## config.mk

```make
export PLATFORM = sky130hd
export DESIGN_NAME = player_input
export DESIGN_NICKNAME = d
export VERILOG_FILES = /design/src/rtl/player_input.sv
export SDC_FILE = /design/constraint.sdc
export NUM_CORES = 1
export LEC_CHECK = 0
export ABC_AREA = 1
export BUFFER_PORTS_ARGS = -buffer_cell sky130_fd_sc_hd__buf_4
export CORE_ASPECT_RATIO = 1.5
export CORE_MARGIN = 5
export CORE_UTILIZATION = 55
export CTS_BUF_LIST = sky130_fd_sc_hd__clkbuf_16
export DETAILED_ROUTE_END_ITERATION = 12
export HOLD_SLACK_MARGIN = 0.05
export PLACE_DENSITY = 0.87
export SYNTH_ARGS = -nofsm -noshare
export SYNTH_HDL_FRONTEND = slang
export SYNTH_SLANG_ARGS = --single-unit
```

## constraint.sdc

```tcl
create_clock -name clk -period 1.56 [get_ports clk]
set_clock_uncertainty 0.2 [all_clocks]
set_input_delay 0.312 -clock clk [delete_from_list [all_inputs] [get_ports clk]]
set_output_delay 0.312 -clock clk [all_outputs]
set_load 0.1 [all_outputs]
```

## src/rtl/player_input.sv

```systemverilog
// Button front end for the room FSM: synchronizes and debounces four buttons, emits one-cycle
// move pulses, tracks the sword flag. Define PLAYER_INPUT_MOVE_CNT_EN to build the move counter.
module player_input #(
    parameter int DEBOUNCE_CYCLES = 4,
    parameter int CNT_W           = 3
) (
    input  logic       clk,
    input  logic       reset,
    input  logic       btn_n,
    input  logic       btn_s,
    input  logic       btn_e,
    input  logic       btn_w,
    input  logic       sw,
    input  logic       win,
    input  logic       die,
    output logic       n,
    output logic       s,
    output logic       e,
    output logic       w,
    output logic       k,
    output logic [7:0] move_cnt
);

    typedef enum logic [1:0] {
        IDLE,
        PULSE,
        WAIT_REL,
        DONE
    } state_t;

    localparam logic [CNT_W-1:0] CNT_LAST = CNT_W'(DEBOUNCE_CYCLES - 1);

    // Bit order everywhere is {n, s, e, w}, so bit 3 carries the highest priority.
    logic [3:0]       btn;
    logic [3:0]       sync1;
    logic [3:0]       sync2;
    logic [3:0]       db;
    logic [CNT_W-1:0] cnt [4];
    logic [3:0]       pulse_q;
    logic [3:0]       next_pulse;
    state_t           state;
    state_t           next_state;

    assign btn = {btn_n, btn_s, btn_e, btn_w};

    always_ff @(posedge clk) begin
        if (reset) begin
            sync1 <= '0;
            sync2 <= '0;
            db    <= '0;
            for (int i = 0; i < 4; i++) begin
                cnt[i] <= '0;
            end
        end else begin
            sync1 <= btn;
            sync2 <= sync1;
            // A level is accepted only after DEBOUNCE_CYCLES consecutive disagreeing samples.
            for (int i = 0; i < 4; i++) begin
                if (sync2[i] == db[i]) begin
                    cnt[i] <= '0;
                end else if (cnt[i] == CNT_LAST) begin
                    db[i]  <= sync2[i];
                    cnt[i] <= '0;
                end else begin
                    cnt[i] <= cnt[i] + 1'b1;
                end
            end
        end
    end

    always_ff @(posedge clk) begin
        if (reset) begin
            state   <= IDLE;
            pulse_q <= '0;
        end else begin
            state   <= next_state;
            pulse_q <= next_pulse;
        end
    end

    always_comb begin
        next_state = state;
        next_pulse = '0;
        case (state)
            IDLE: begin
                if (|db) begin
                    next_state = PULSE;
                    if (db[3])      next_pulse = 4'b1000;
                    else if (db[2]) next_pulse = 4'b0100;
                    else if (db[1]) next_pulse = 4'b0010;
                    else            next_pulse = 4'b0001;
                end
            end
            PULSE:    next_state = WAIT_REL;
            WAIT_REL: if (db == 4'b0000) next_state = IDLE;
            DONE:     next_state = DONE;
            default:  next_state = IDLE;
        endcase
        // End of game overrides everything, including a pulse about to be issued.
        if (win || die) begin
            next_state = DONE;
            next_pulse = '0;
        end
    end

    assign n = pulse_q[3];
    assign s = pulse_q[2];
    assign e = pulse_q[1];
    assign w = pulse_q[0];

    always_ff @(posedge clk) begin
        if (reset) begin
            k <= 1'b0;
        end else if (sw) begin
            k <= 1'b1;
        end
    end

`ifdef PLAYER_INPUT_MOVE_CNT_EN
    always_ff @(posedge clk) begin
        if (reset) begin
            move_cnt <= '0;
        end else if (state == PULSE && move_cnt != 8'hFF) begin
            move_cnt <= move_cnt + 8'd1;
        end
    end
`else
    assign move_cnt = 8'd0;
`endif

endmodule
```

==> results of run 1 <==
==> metrics by stage <==
stage          hold WS, ns  TNS (ns)  util, %  instances  worst slack, ns
4_1_cts             0.0662         0     69.2        207          0.00155
2_1_floorplan        0.188         0        -        169            0.123
3_5_place_dp         0.202         0     62.7        198           0.0123
5_1_grt             0.0696   -0.0451     70.6        208          -0.0367
3_3_place_gp         0.191         0     62.7        198            0.110
6_report            0.0649         0     70.6        208           0.0544
==> synthesized netlist by cell type <==
cell type	count	area share, %
nand4_1	1	0.45
nor2_2	2	0.89
o211ai_1	2	1.1
buf_4	9	4.8
conb_1	2	0.53
xor2_1	2	1.2
buf_6	1	0.80
a21oi_1	6	2.1
nor2_4	1	0.80
nor2_1	31	8.3
ha_1	12	11
nand2_1	4	1.1
and3b_1	1	0.62
nand3b_1	1	0.53
inv_1	31	8.3
nor3_1	1	0.36
nand2_2	1	0.45
dfxtp_1	19	27
edfxtp_1	12	26
nand3_1	8	2.8
o21ai_0	4	1.4
==> critical path, delay by kind of cell (launching register included) <==
kind                     cells  cell delay [ns]
AO/OA/AOI/OAI                2             0.24
adder cells (fa/ha/maj)      2             0.39
flip-flops                   1             0.39
AND/OR/NAND/NOR              1             0.14
==> worst max path at each step <==
stage                     slack (ns)                    start                       to
after floorplan                 0.12           k$_SDFFE_PP0P_                        k
after global placement          0.11  cnt[1][0]$_SDFFCE_PN0P_  cnt[1][0]$_SDFFCE_PN0P_
after detailed placement        0.01  cnt[1][0]$_SDFFCE_PN0P_  cnt[1][0]$_SDFFCE_PN0P_
after CTS                      0.002  cnt[1][0]$_SDFFCE_PN0P_  cnt[1][1]$_SDFFCE_PN0P_
after global routing           -0.04  cnt[1][0]$_SDFFCE_PN0P_  cnt[1][1]$_SDFFCE_PN0P_
final                           0.05  cnt[3][0]$_SDFFCE_PN0P_  cnt[3][2]$_SDFFCE_PN0P_
==> layout make-up <==
| cell class | count | area [µm²] |
|---|---|---|
| multi-input combinational | 97 | 564 |
| inverter | 31 | 116 |
| timing repair buffer | 19 | 150 |
| fill | 185 | 719 |
| clock buffer | 5 | 125 |
| tap | 24 | 30.0 |
| sequential | 31 | 741 |
| clock inverter | 1 | 3.75 |
==> routing by layer <==
metal  up-vias  part of all wire [%]
li1        508                     -
met1       452                    37
met2        22                    55
met3         9                   4.1
met4         0                   3.7
met5         -                     0
==> registers in the layout (all words and copies together) (netlist names) <==
name / count
sync2: 4
k: 1
cnt: 12
state: 2
db: 4
pulse_q: 4
sync1: 4
==> logic make-up after synthesis <==
logic type | after synthesis
AOI/OAI and AO/OA | 12
other | 2
xor gates and xnor gates | 2
and+or+nand+nor | 51
DFF | 31
adders and majority gates | 12
buffers and inverters | 41
==> power by group <==
part	switching [mW]	total (mW)	internal [mW]
clock network	0.292	0.854	0.563
logic	0.186	0.257	0.0704
registers	0.0237	0.905	0.881
==> repair_timing <==
action / in CTS / in global routing
hold endpoints to repair: 3 / 0
hold buffers: 3 / 0
resized for setup: 0 / 7
endpoints found under the setup margin: 0 / 6
setup buffers: 0 / 1
==> summary.md, run 1 <==
| Metric | Value |
|---|---|
| Worst reg-to-reg path cell count | 5 |
| Synth Cell Area | 1410 µm² |
| Worst endpoint required time | 1.48 ns |
| CP Max Fanout | 3 |
| Initial DRT Pass Iterations | 4 |
| Routability Congestion | 0.694 |
| Busiest layer in global routing | met2 |
| CP arrival | 1.43 ns |
| Met2 Resource Use GR | 27.5% |
| Gr ovfl total | 0 |
| Leading cell types in the layout, fill and taps excluded | 32 x inv_1, 31 x nor2_1, 20 x conb_1, 19 x dfxtp_1, 16 x buf_4 |
| Leakage | 0.849 nW |
| First-pass GRT wire length | 3950 µm |
| Met1 usage | 13.1% |
| Crit end category | flip-flop |
| Final Hold Viols | 0 |
| WS Path Type | reg -> reg |
| Syn Area/Cell | 9.31 µm² |
| Worst skew pair latency | 0.27 ns |
| CTS tree | done |
| Routed len/inst | 11.3 µm |
| Share of cells above drive strength 1 | 16.8% |
| Worst R2R Start | cnt[3][0]$_SDFFCE_PN0P_ |
| Finished Cell Area | 1730 µm² |
| Synth Warn # | 0 |
| FF-to-FF End | cnt[3][2]$_SDFFCE_PN0P_ |
| Area Growth Syn to Fin | 23.2% |
| Drt total wl | 2350 µm |
| Tcrit/Tclk final | 96.5% |
| Crit-path cells | ha_2 > ha_2 > a21oi_2 > o211ai_1 > nor2_1 |
| Remaining antenna violation count | 0 |
| CP dominant cell by count | ha_2 |
| # port buffers | 13 |
| Dpl cell area | 1540 µm² |
| Compound-Gate Fraction of Synth Area | 4.63% |
| RSZ-0062 raised after global routing | true |
| Number of global-route vias before repair | 1021 |
| Num CTS Buffers | 5 |
| Critical-path top delay cell | edfxtp_1 |
| Die H | 71.9 µm |
| Total GRT Usage | 14.6% |
| Commonest non-fill, non-tap cell in the layout | inv_1 |
| #FFs+latches synth | 31 |
| Hold Startpoint | btn_s |
| Fin. max-slew vios | 0 |
| Std cell rows | 22 |
| Maximum number of pins on one net before global-route repair | 11 |
| Unique masters post-synth | 21 |
| I/O pins | 22 |
| CTS Sinks | 31 |
| Initial antenna violation count | 0 |
| Hold endpoint | sync1[2]$_SDFF_PP0_ |
| Detailed Place HPWL | 1750 µm |
| Core ar. | 2450 µm² |
| Total power | 2.02 mW |
| Final setup fails | 0 |
| Max clock buf depth | 2 |
| Via density | 4.76 |
| Hold Crit Class | in -> reg |
| Main combinational cell family by area after synthesis | simple AND/OR/NAND/NOR gates |
| Post-Synth XOR/XNOR Area | 1.25% |
| Post-synthesis mux area share | 0% |
| WHS Path Cells | 3 |
| Post-Synth Adder-Cell Area | 10.7% |
| Full die area | 3690 µm² |
| Clk root buf | clkbuf_16 |
| Clock-pin slew on the worst setup and hold paths | 0.04 ns |
| Status | complete, no violations |
| VDD IR max | 0.935 mV |
| H-tree levels | 2 |
| Worst Setup Start Kind | flip-flop |
| Flop-to-flop setup slack | 0.05 ns |
| Met3 usage | 3.08% |
| Initial cell density of the core | 57.4% |
| Cell count after synthesis | 151 |
| Max-cap violations | 0 |
| DR vias | 991 |
| Chip Width | 51.3 µm |
| Seq/Total Area, Yosys | 52.7% |
| Initial DRC count | 28 |
| Nets | 206 |
| Max frequency | 664 MHz |
| Pwr/cell area | 1170 nW/µm² |
| Synth Area in Simple Gates | 16.3% |
| Inserted Diodes | 0 |
| Min cycle time layout | 1.51 ns |
| Remaining DRCs | 0 |
| Delay of the slowest critical-path stage | 0.39 ns |
(Power assumes the default switching activity.)
==> run 2, diff against run 1 <==
RECOVER_POWER = 50   (was unset)
==> run 2 against run 1 <==
Against the previous run: critical path depth unchanged; register-to-register slack got worse by 0.02 ns; sequential share of layout area is 0.16 points higher; highest routed layer unchanged; setup slack lost 0.025 ns.
==> summary.md, run 2 (synthesis gave the netlist of run 1 again) <==
| Metric | Value |
|---|---|
| Max clock buf depth | 2 |
| Hold Crit Class | in -> reg |
| Initial DRC count | 25 |
| Clk root buf | clkbuf_16 |
| Reg with most FFs | cnt |
| H-tree levels | 2 |
| Area Growth Syn to Fin | 22.7% |
| Std cell rows | 22 |
| CP startpoint | cnt[3][0]$_SDFFCE_PN0P_ |
| Finished Cell Area | 1720 µm² |
| Tcrit/Tclk final | 98.1% |
| Number of global-route vias before repair | 1021 |
| Drt total wl | 2350 µm |
| Dpl cell area | 1540 µm² |
| Critical-path top delay cell | edfxtp_1 |
| CP Max Fanout | 3 |
| Crit path capture | cnt[3][2]$_SDFFCE_PN0P_ |
| Min cycle time layout | 1.53 ns |
| Full die area | 3690 µm² |
| CTS tree | done |
| I/O pins | 22 |
| Final setup fails | 0 |
| Crit-path cells | ha_1 > ha_2 > a21oi_2 > o211ai_1 > nor2_1 |
| Share of cells above drive strength 1 | 15.8% |
| Delay of the slowest critical-path stage | 0.39 ns |
| CP arrival | 1.45 ns |
| Inserted Diodes | 0 |
| Flop-to-flop setup slack | 0.03 ns |
| Initial DRT Pass Iterations | 4 |
| Routed len/inst | 11.3 µm |
| Sequential cell area | 741 µm² |
| Commonest non-fill, non-tap cell in the layout | inv_1 |
| Area of the multi-input gates | 562 µm² |
| FF-to-FF End | cnt[3][2]$_SDFFCE_PN0P_ |
| Detailed Place HPWL | 1750 µm |
| VDD IR max | 0.935 mV |
| Remaining antenna violation count | 0 |
| Num CTS Buffers | 5 |
| Fin. max-slew vios | 0 |
| Initial cell density of the core | 57.4% |
| DR vias | 992 |
| Crit end category | flip-flop |
| Leakage | 0.846 nW |
| # port buffers | 13 |
| WS Path Type | reg -> reg |
| Pwr/cell area | 1170 nW/µm² |
| Largest register FFs | 12 |
| Via density | 4.77 |
| Worst skew pair latency | 0.27 ns |
| Worst endpoint required time | 1.48 ns |
| Initial antenna violation count | 0 |
| Final Hold Viols | 0 |
| Leading cell types in the layout, fill and taps excluded | 32 x inv_1, 31 x nor2_1, 20 x conb_1, 19 x dfxtp_1 |
| First-pass GRT wire length | 3950 µm |
| Clock-pin slew on the worst setup and hold paths | 0.04 ns |
| Worst reg-to-reg path cell count | 5 |
| Gr ovfl total | 0 |
| Total power | 2.01 mW |
| Maximum number of pins on one net before global-route repair | 11 |
| Total GRT Usage | 14.6% |
| # fillers | 188 |
| Remaining DRCs | 0 |
| Core ar. | 2450 µm² |
| RSZ-0062 raised after global routing | true |
| Max-cap violations | 0 |
| Status | complete, no violations |
| Worst Setup Start Kind | flip-flop |
| Nets | 206 |
| CTS Sinks | 31 |
| Die H | 71.9 µm |
| Chip Width | 51.3 µm |
| Max frequency | 653 MHz |
| Worst R2R Start | cnt[3][0]$_SDFFCE_PN0P_ |
| Routability Congestion | 0.694 |
## run 2: layout make-up
type	instances	area share, %
inverter	31	6.75
tap	24	1.74
multi-input combinational	97	32.6
timing repair buffer	19	8.49
sequential	31	43.0
clock buffer	5	7.26
clock inverter	1	0.218
## run 2: per-stage QoR
stage | hold WS [ns] | setup TNS, ns | setup slack, ns | util [%] | cells
2_1_floorplan | 0.188 | 0 | 0.123 | - | 169
3_3_place_gp | 0.191 | 0 | 0.110 | 62.7 | 198
3_5_place_dp | 0.202 | 0 | 0.0123 | 62.7 | 198
4_1_cts | 0.0662 | 0 | 0.00155 | 69.2 | 207
5_1_grt | 0.0696 | -0.0662 | -0.0367 | 70.4 | 208
6_report | 0.0687 | 0 | 0.0297 | 70.4 | 208
## run 2: worst min path at each step
stage / start / to / slack [ns] / depth (start not counted)
2_1_floorplan: sync1[0]$_SDFF_PP0_ / sync2[0]$_SDFF_PP0_ / 0.19 / 2
3_3_place_gp: sync1[3]$_SDFF_PP0_ / sync2[3]$_SDFF_PP0_ / 0.19 / 2
3_5_place_dp: sync1[3]$_SDFF_PP0_ / sync2[3]$_SDFF_PP0_ / 0.20 / 2
4_1_cts: btn_s / sync1[2]$_SDFF_PP0_ / 0.07 / 3
5_1_grt: btn_s / sync1[2]$_SDFF_PP0_ / 0.07 / 3
6_report: btn_s / sync1[2]$_SDFF_PP0_ / 0.07 / 3
## run 2: layer usage
layer  vias up  track usage [%]  share of wire (%)
met5         -                0                  0
met4         0             10.8                3.5
met3        10             3.08                4.7
met2        24             27.5                 55
met1       450             13.1                 37
li1        508                -                  -
## run 2: where the power goes
part           switching (mW)  internal, mW  total, mW
logic                   0.186        0.0687      0.255
registers              0.0236         0.881      0.905
clock network           0.291         0.562      0.854
## run 2: timing repair
| action | CTS | global route |
|---|---|---|
| resized for setup | 0 | 7 |
| hold buffers | 3 | 0 |
| buffers inserted | 0 | 1 |
| setup endpoints to repair | 0 | 6 |
| hold endpoints to repair | 3 | 0 |
## run 2: worst max-delay path, delay by kind of cell (launching register included)
family	cells	cell delay [ns]
DFF	1	0.39
and+or+nand+nor	1	0.14
adders and majority gates	2	0.41
AOI/OAI and AO/OA	2	0.24
